$ cat config.mk
export PLATFORM = sky130hd
export DESIGN_NAME = div_unit
export DESIGN_NICKNAME = d
export VERILOG_FILES = /design/src/rtl/div_unit_pkg.sv /design/src/rtl/div_step.sv /design/src/rtl/div_unit.sv
export SDC_FILE = /design/constraint.sdc
export NUM_CORES = 1
export LEC_CHECK = 0
export BUFFER_PORTS_ARGS = -buffer_cell sky130_fd_sc_hd__buf_2
export CORE_ASPECT_RATIO = 2
export CORE_MARGIN = 2
export CORE_UTILIZATION = 45
export CTS_BUF_LIST = sky130_fd_sc_hd__clkbuf_8
export DETAILED_ROUTE_END_ITERATION = 16
export SKIP_LAST_GASP = 1
export SYNTH_ARGS = -nofsm -noshare
export SYNTH_HDL_FRONTEND = slang
export SYNTH_SLANG_ARGS = --single-unit
$ cat constraint.sdc
create_clock -name clk -period 6.95 [get_ports clk]
set_input_delay 0.3475 -clock clk [delete_from_list [all_inputs] [get_ports clk]]
set_output_delay 0.3475 -clock clk [all_outputs]
set_load 0.01 [all_outputs]
$ cat src/rtl/div_unit_pkg.sv
// ---------------------------------------------------------------------------
// div_unit_pkg
// Shared definitions for the multi-cycle integer divider: FSM state
// encodings, handshake level names and the default operand width.
// ---------------------------------------------------------------------------
package div_unit_pkg;

    // Default operand width; the iteration count equals this width.
    localparam int DIV_DATA_W = 32;

    // Divider sequencing states (2-bit encoding).
    typedef enum logic [1:0] {
        DIV_FREE   = 2'b00,
        DIV_BYZERO = 2'b01,
        DIV_ON     = 2'b10,
        DIV_END    = 2'b11
    } div_state_e;

    // Handshake levels seen on ready_o / start_i.
    localparam logic DIV_RESULT_READY     = 1'b1;
    localparam logic DIV_RESULT_NOT_READY = 1'b0;
    localparam logic DIV_START            = 1'b1;
    localparam logic DIV_STOP             = 1'b0;

endpackage

$ cat src/rtl/div_step.sv
// ---------------------------------------------------------------------------
// div_step
// One combinational restoring-division iteration.
//
// Ports:
//   work      in  [2*DATA_W:0]  work register: partial remainder in the upper
//                               half, remaining dividend / quotient bits below
//   divisor   in  [DATA_W-1:0]  divisor magnitude
//   work_next out [2*DATA_W:0]  work register after this iteration
// ---------------------------------------------------------------------------
module div_step
    import div_unit_pkg::*;
#(
    parameter int DATA_W = DIV_DATA_W
) (
    input  logic [2*DATA_W:0]  work,
    input  logic [DATA_W-1:0]  divisor,
    output logic [2*DATA_W:0]  work_next
);

    logic              fits;
    logic [DATA_W-1:0] rem_sub;

    // The partial remainder window is DATA_W+1 bits wide, because a
    // remainder just below a large divisor shifted left by one overflows
    // DATA_W bits. When the subtraction succeeds the true difference is
    // below the divisor, so the low DATA_W bits of the modular difference
    // are exact.
    assign fits    = work[2*DATA_W:DATA_W] >= {1'b0, divisor};
    assign rem_sub = work[2*DATA_W-1:DATA_W] - divisor;

    always_comb begin
        work_next = {work[2*DATA_W-1:0], 1'b0};
        if (fits) begin
            work_next = {rem_sub, work[DATA_W-1:0], 1'b1};
        end
    end

endmodule

$ cat src/rtl/div_unit.sv
// ---------------------------------------------------------------------------
// div_unit
// Multi-cycle signed/unsigned integer divider for the EX stage DIV/DIVU
// handshake. One restoring step per cycle, DATA_W steps per divide.
//
// Ports:
//   clk           in   clock, rising edge
//   rst           in   asynchronous reset, active low
//   signed_div_i  in   1 = signed divide, 0 = unsigned (sampled at accept)
//   opdata1_i     in   dividend (sampled at accept)
//   opdata2_i     in   divisor  (sampled at accept)
//   start_i       in   request, held high by EX until it sees ready_o
//   annul_i       in   cancel current operation (priority over start_i)
//   result_o      out  {remainder, quotient}
//   ready_o       out  result valid
// ---------------------------------------------------------------------------
module div_unit
    import div_unit_pkg::*;
#(
    parameter int DATA_W = DIV_DATA_W
) (
    input  logic                clk,
    input  logic                rst,
    input  logic                signed_div_i,
    input  logic [DATA_W-1:0]   opdata1_i,
    input  logic [DATA_W-1:0]   opdata2_i,
    input  logic                start_i,
    input  logic                annul_i,
    output logic [2*DATA_W-1:0] result_o,
    output logic                ready_o
);

    localparam int                CNT_W     = $clog2(DATA_W);
    localparam logic [CNT_W-1:0]  LAST_STEP = CNT_W'(DATA_W - 1);

    function automatic logic [DATA_W-1:0] neg_if(input logic [DATA_W-1:0] v,
                                                 input logic              en);
        return en ? (~v + {{(DATA_W-1){1'b0}}, 1'b1}) : v;
    endfunction

    div_state_e        state, state_nxt;
    logic [CNT_W-1:0]  cnt;
    logic              s1, s2, sign_mode;
    logic [DATA_W-1:0] divisor;
    logic [2*DATA_W:0] work, work_nxt;

    logic              go;
    logic              s1_in, s2_in;
    logic [DATA_W-1:0] quot_fix, rem_fix;

    assign go    = (start_i == DIV_START) && !annul_i;
    assign s1_in = signed_div_i & opdata1_i[DATA_W-1];
    assign s2_in = signed_div_i & opdata2_i[DATA_W-1];

    div_step #(.DATA_W(DATA_W)) u_step (
        .work      (work),
        .divisor   (divisor),
        .work_next (work_nxt)
    );

    // Sign fixup applied to the result of the final step: quotient
    // truncates toward zero, remainder follows the dividend's sign.
    assign quot_fix = neg_if(work_nxt[DATA_W-1:0],         sign_mode & (s1 ^ s2));
    assign rem_fix  = neg_if(work_nxt[2*DATA_W:DATA_W+1],  sign_mode & s1);

    always_ff @(posedge clk or negedge rst) begin
        if (!rst) begin
            state <= DIV_FREE;
        end else begin
            state <= state_nxt;
        end
    end

    always_comb begin
        state_nxt = state;
        case (state)
            DIV_FREE: begin
                if (go) begin
                    state_nxt = (opdata2_i == '0) ? DIV_BYZERO : DIV_ON;
                end
            end
            DIV_BYZERO: begin
                state_nxt = annul_i ? DIV_FREE : DIV_END;
            end
            DIV_ON: begin
                if (!go) begin
                    state_nxt = DIV_FREE;
                end else if (cnt == LAST_STEP) begin
                    state_nxt = DIV_END;
                end
            end
            DIV_END: begin
                if (!go) begin
                    state_nxt = DIV_FREE;
                end
            end
            default: state_nxt = DIV_FREE;
        endcase
    end

    always_ff @(posedge clk or negedge rst) begin
        if (!rst) begin
            cnt       <= '0;
            s1        <= 1'b0;
            s2        <= 1'b0;
            sign_mode <= 1'b0;
            divisor   <= '0;
            work      <= '0;
            result_o  <= '0;
            ready_o   <= DIV_RESULT_NOT_READY;
        end else begin
            case (state)
                DIV_FREE: begin
                    ready_o  <= DIV_RESULT_NOT_READY;
                    result_o <= '0;
                    if (go) begin
                        s1        <= s1_in;
                        s2        <= s2_in;
                        sign_mode <= signed_div_i;
                        divisor   <= neg_if(opdata2_i, s2_in);
                        // Dividend sits at [DATA_W:1] so the first step
                        // already sees its MSB in the remainder window.
                        work      <= {{DATA_W{1'b0}}, neg_if(opdata1_i, s1_in), 1'b0};
                        cnt       <= '0;
                    end
                end
                DIV_BYZERO: begin
                    ready_o  <= DIV_RESULT_NOT_READY;
                    result_o <= '0;
                end
                DIV_ON: begin
                    if (!go) begin
                        ready_o  <= DIV_RESULT_NOT_READY;
                        result_o <= '0;
                        cnt      <= '0;
                    end else begin
                        work <= work_nxt;
                        cnt  <= cnt + 1'b1;
                        if (cnt == LAST_STEP) begin
                            result_o <= {rem_fix, quot_fix};
                            ready_o  <= DIV_RESULT_READY;
                        end
                    end
                end
                DIV_END: begin
                    // A zero-divisor divide enters END with ready low and
                    // raises it here, one edge later; a normal divide
                    // arrives with ready already high and simply holds it.
                    if (!go) begin
                        ready_o  <= DIV_RESULT_NOT_READY;
                        result_o <= '0;
                    end else begin
                        ready_o  <= DIV_RESULT_READY;
                    end
                end
                default: begin
                    ready_o  <= DIV_RESULT_NOT_READY;
                    result_o <= '0;
                end
            endcase
        end
    end

endmodule
[Word-level counts from Yosys, hierarchy flattened]
Cells that the tools add are included.
Cells by class
  bitwise gates (word level): 9
  reductions and logical operators: 11
  eq/ne operators: 8
  $add $sub $neg: 6
  mux-type cells: 26
  magnitude comparators: 1
Operators by type and width (count)
  $mux 65: 3
  $mux 64: 3
  $pmux 64 s3: 1
  $pmux 65 s2: 1
  $add 32x1->32 const B: 4
  $mux 32: 4
  $not 32->32: 4
  $ge 33x32->1: 1
  $logic_not 32->1: 1
  $sub 32x32->32: 1
  $mux 2: 6
  $mux 5: 2
  $pmux 5 s2: 1
  $pmux 2 s4: 1
  $ne 2x2->1 const B: 3
  $reduce_and 2->1: 3
  $reduce_and 3->1: 2
  $add 5x1->5 const B: 1
  $eq 5x5->1 const B: 1
  $and 1x1->1: 4
  $eq 2x2->1 const B: 2
  $mux 1: 3
  $ne 3x3->1 const B: 1
  $pmux 1 s3: 1
  other kinds (7): 7
Storage, ports and cells
  input port bits: 69
  output and inout port bits: 65
  flip-flop bits (word level): 172

[Depth between registers and ports, before layout]
  word-level depth: 8
  mapped depth: 21
  gate-level depth less buffers: 17

[Cells and area by module]
Synthesis repeated with hierarchy kept, for this count alone.
Second synthesis, totals
  cell total of the unflattened synthesis: 1425
  area total of the unflattened synthesis: 12261.8 µm²
By module, submodules not included
  div_unit: seq. area each 4304.1 µm², instances 1, cells each 1053, area each 9531.6 µm²
  div_step: seq. area each 0.0 µm², instances 1, cells each 372, area each 2730.1 µm²

[Worst setup path before layout]
OpenSTA, ideal clock, no wires.
  kind: register to register
  start point: register work[36]
  end point: register result_o[60]
  buffers on the path: 4
  data arrival time: 4.373 ns
  path slack: 2.507 ns
  stages on the path, launching flop included: 20
  clock period less this slack: 4.443 ns
  required time: 6.880 ns
  library setup time: 0.070 ns
  path through: dfrtp_1 ha_1 buf_6 a21oi_1 and2_1 a211oi_1 o31ai_2 nand2_2 clkbuf_8 clkbuf_8 clkbuf_1 o21ai_0 ha_1 nand4_1 nor4_1 a41oi_1 a211oi_2 nand3_1 or3_1 nand3_1
Between the ends
  word-level cells in the longest chain between the ends: 8
RTL lines
  start, declared: line div_unit.sv:45  | logic [2*DATA_W:0] work, work_nxt;
  start signal, assigned: line div_unit.sv:123  | work <= {{DATA_W{1'b0}}, neg_if(opdata1_i, s1_in), 1'b0};
  start signal, assigned: line div_unit.sv:137  | work <= work_nxt;
  $sub 32x32->32 or $ge 33x32->1 (tied branches): line div_step.sv:30, div_step.sv:29
  $mux 65 (*): line div_step.sv:34  | if (fits) begin
  $not 32->32: line div_unit.sv:38  | return en ? (~v + {{(DATA_W-1){1'b0}}, 1'b1}) : v;
  $add 32x1->32: line div_unit.sv:38
  $mux 32 (*): line div_unit.sv:38
  $mux 64 (*): line div_unit.sv:139  | if (cnt == LAST_STEP) begin
  $mux 64 (*): line div_unit.sv:132  | if (!go) begin
  $pmux 64 s3 (*): line div_unit.sv:112  | case (state)
  end signal, assigned: line div_unit.sv:140  | result_o <= {rem_fix, quot_fix};
  end, declared: line div_unit.sv:29  | output logic [2*DATA_W-1:0] result_o,
Mark *: on every way between the ends. The rest lies on a longest branch, timed or not. The select of a mux whose other input is x is not followed.
A chain may end at the register's enable or synchronous reset.

[Worst setup path in the final report]
  start point: register work[42]
  end point: register result_o[60]
Same word-level chain as after synthesis.

==> impl_metrics.csv <==
group,metric,value,unit
clock_network,clk_latency,520,ps
sta,setup_violations,0,
sta,fin_skew,17.8,ps
critical_path,critPathMaxFanout,12,
grt,antenna_found_initial,1,
drt,via_per_inst,6.02,
synth,avgSynthCellArea,8.10,sq um
run,maxCapViolCount,0,
clock_network,post_cts.repair.setup_buffers,0,
sta,rsz0062_at_grt,"no",
sta,tightest_slew,1110,ps
grt,grt_usage,0.307,
synth,netlist_area,12200,sq um
finish,drive_above_1_share,0.133,
synth,synth-edff-count,0,
clock_network,cts_tree,"built",
pwr,vdd_drop_max,0.129,mV
finish,fillers,2775,
critical_path,cp.arrival,5580,ps
sta,tns,0,ps
clock_network,clkSinkCount,172,
worst_hold_path,hold_path.class,"input pin to flop",
pwr,p_sw_frac,0.457,
critical_path,crit_type,"flop to flop",
finish,postLayoutCoreUtil,0.502,
placement,port_buffers,133,
sta,fin_ws,1830,ps
grt,grt_pass1_wl,66400,um
floorplan,fp.coreArea,26800,sq um
drt,drtAntennaViolNets,0,
floorplan,placementRows,85,
clock_network,root_buffer,"clkbuf_8",
placement,dp_cells,1917,
synth,synth_ff_type,"dfrtp_1",
clock_network,cts_buffer_depth,2,
synth,ys_ff_latch,172,
grt,grt_max_degree,95,
pwr,clkPwrFrac,0.211,
finish,area_growth,9.98,%
finish,final_cells,1952,
pwr,power.total,3.58,mW
pwr,p_comb_frac,0.457,
pwr,p_switching,1.63,mW
pwr,p_seq_frac,0.333,
placement,dp_hpwl,33300,um
placement,gp_congestion,0.945,
drt,totalWireLength,42800,um
pwr,p_int,1.94,mW
clock_network,clk_pin_slew_worst_paths,100,ps
sta,layout_min_cycle_time,5120,ps
critical_path,crit_path_end_kind,"flop",
drt,first_pass_iters,6,
floorplan,fp.dieArea,28600,sq um
floorplan,die-width,121,um
critical_path,cp.required,7410,ps
grt,grt_pass1_vias,11589,
synth,synth_fp_nets,1617,
synth,ys_async_sr_fraction,1.00,
critical_path,cp-start-kind,"flop",
synth,yosysSeqAreaShare,0.352,
sta,maxSlewViolCount,0,
floorplan,num_io_pins,134,
clock_network,numCtsBuffers,17,
sta,hold_violations,0,
placement,post-place-ws,1970,ps
finish,nets,1698,
pwr,power_density,266,nW/um^2
floorplan,initial_core_util,0.456,
pwr,p_leak,5.99,nW
drt,wire_per_inst,21.9,um
sta,max_freq,195,MHz
clock_network,h-tree-depth,4,
finish,multi_input_area,7310,sq um
drt,vias,11754,
clock_network,post_cts_resized,0,
sta,slew_headroom,0.256,
floorplan,die_h,237,um
sta,period_share,0.737,
grt,gr-total-overflow,0,
drt,drc_errors,0,
finish,register_area,4300,sq um
synth,synthCells,1509,
synth,ys_warn_count,0,
synth,ys_types,85,
drt,drt_iter0_drc,711,
outcome,outcome,"finished, final reports clean",
[cells by family after synthesis]
| family | count (synthesis) | share of synthesized area |
|---|---|---|
| AO/OA/AOI/OAI | 500 | 0.249 |
| adder cells (fa/ha/maj) | 39 | 0.0405 |
| multiplexers | 17 | 0.0141 |
| flip-flops | 172 | 0.352 |
| XOR/XNOR | 127 | 0.0910 |
| AND/OR/NAND/NOR | 513 | 0.201 |
| buffers and inverters | 141 | 0.0516 |
[power by group through the flow]
stage | registers, mW | logic, mW | clock network, mW
after floorplan | 1.17 | 1.14 | 0
after global placement | 1.20 | 1.60 | 0
after detailed placement | 1.21 | 1.60 | 0
after CTS | 1.19 | 1.61 | 0.771
after global routing | 1.20 | 1.78 | 0.806
final | 1.19 | 1.63 | 0.753
[Yosys cell counts (all sizes together), types with 5 or more instances]
cell    number  area share
nand2      232       0.071
o21ai      214       0.088
dfrtp      172        0.35
a21oi       96       0.040
nor2        81       0.025
xnor2       69       0.049
clkbuf      62       0.023
inv         58       0.018
xor2        58       0.042
ha          38       0.039
o22ai       38       0.019
nor3        32       0.013
nor4        23       0.013
buf         21       0.011
o31ai       21       0.013
a31oi       20       0.010
nand3       20      0.0082
and2        19       0.010
or3         19      0.0098
nand4       17      0.0087
or4         16      0.0098
and3        15      0.0079
mux2i       15       0.012
a22o        13      0.0093
o211ai      13      0.0091
a21o        12      0.0074
a211oi      10      0.0065
o41ai       10      0.0078
nand2b       9      0.0046
nor2b        8      0.0041
o21a         6      0.0037
a41oi        5      0.0036
o31a         5      0.0039
[area by class of cell]
| class | count | area share |
|---|---|---|
| inverters | 58 | 0.0162 |
| repair buffers | 145 | 0.0570 |
| clock inverters | 15 | 0.0132 |
| flip-flops and latches | 172 | 0.320 |
| diodes | 1 | 0.000186 |
| well taps | 348 | 0.0324 |
| clock buffers | 17 | 0.0174 |
| multi-input cells | 1196 | 0.543 |
[metrics by stage]
stage	hold WS [ps]	instance area, sq um
after floorplan	51.9	12200
after global placement	460	13000
after detailed placement	469	13000
after CTS	54.1	13400
after global routing	85.3	13400
final	78.9	13400
[per-layer routing]
metal / wire (um) / track usage / vias to the layer above
met5: 0 / 0 / -
met4: 3900 / 0.247 / 0
met3: 1590 / 0.0499 / 131
met2: 22700 / 0.551 / 356
met1: 14600 / 0.305 / 5670
li1: - / - / 5597
[worst paths after layout]
path | from | end | slack, ps | cells past startpoint
worst max-delay path | work[42] | result_o[60] | 1830 | 16
worst min-delay path | start_i | state[0] | 80 | 3
worst max register to register | work[42] | result_o[60] | 1830 | 16
worst min register to register | divisor[26] | divisor[26] | 490 | 2
max in group asynchronous | rst | result_o[46] | 4860 | 3
min in group asynchronous | rst | result_o[26] | 490 | 2
[critical path, stage by stage, from the launching register on]
cell,delay (ps)
dfrtp_1,430
ha_1,440
a21oi_1,280
o21ai_1,210
a21o_1,260
o31ai_2,610
nand2_2,180
inv_1,150
mux2i_1,280
ha_1,300
nand4_1,150
nor4_1,310
a41oi_1,330
a211oi_2,510
nand3_1,160
or3_1,380
nand3_1,80
[what timing repair did]
| item | CTS | global route |
|---|---|---|
| endpoints found under the setup margin | 0 | 0 |
| hold buffers | 2 | 0 |
| hold endpoints to repair | 95 | 0 |
[flip-flops by register name, indices dropped and copies added (netlist names)]
register,flops
cnt,5
divisor,32
ready_o,1
result_o,64
s1,1
s2,1
sign_mode,1
state,2
work,65
[cells in the final DEF, fill, tap and decap left out, types with 32 or more instances in the layout]
cell type / synthesis / final
o22ai_1: 38 / 38
xor2_1: 58 / 58
nor3_1: 32 / 32
o21ai_0: 210 / 210
a21oi_1: 94 / 93
buf_2: 13 / 132
inv_1: 57 / 57
dfrtp_1: 172 / 172
ha_1: 38 / 38
xnor2_1: 69 / 69
nor2_1: 81 / 80
nand2_1: 231 / 230
No activity file was read; power rests on OpenSTA's default activity.
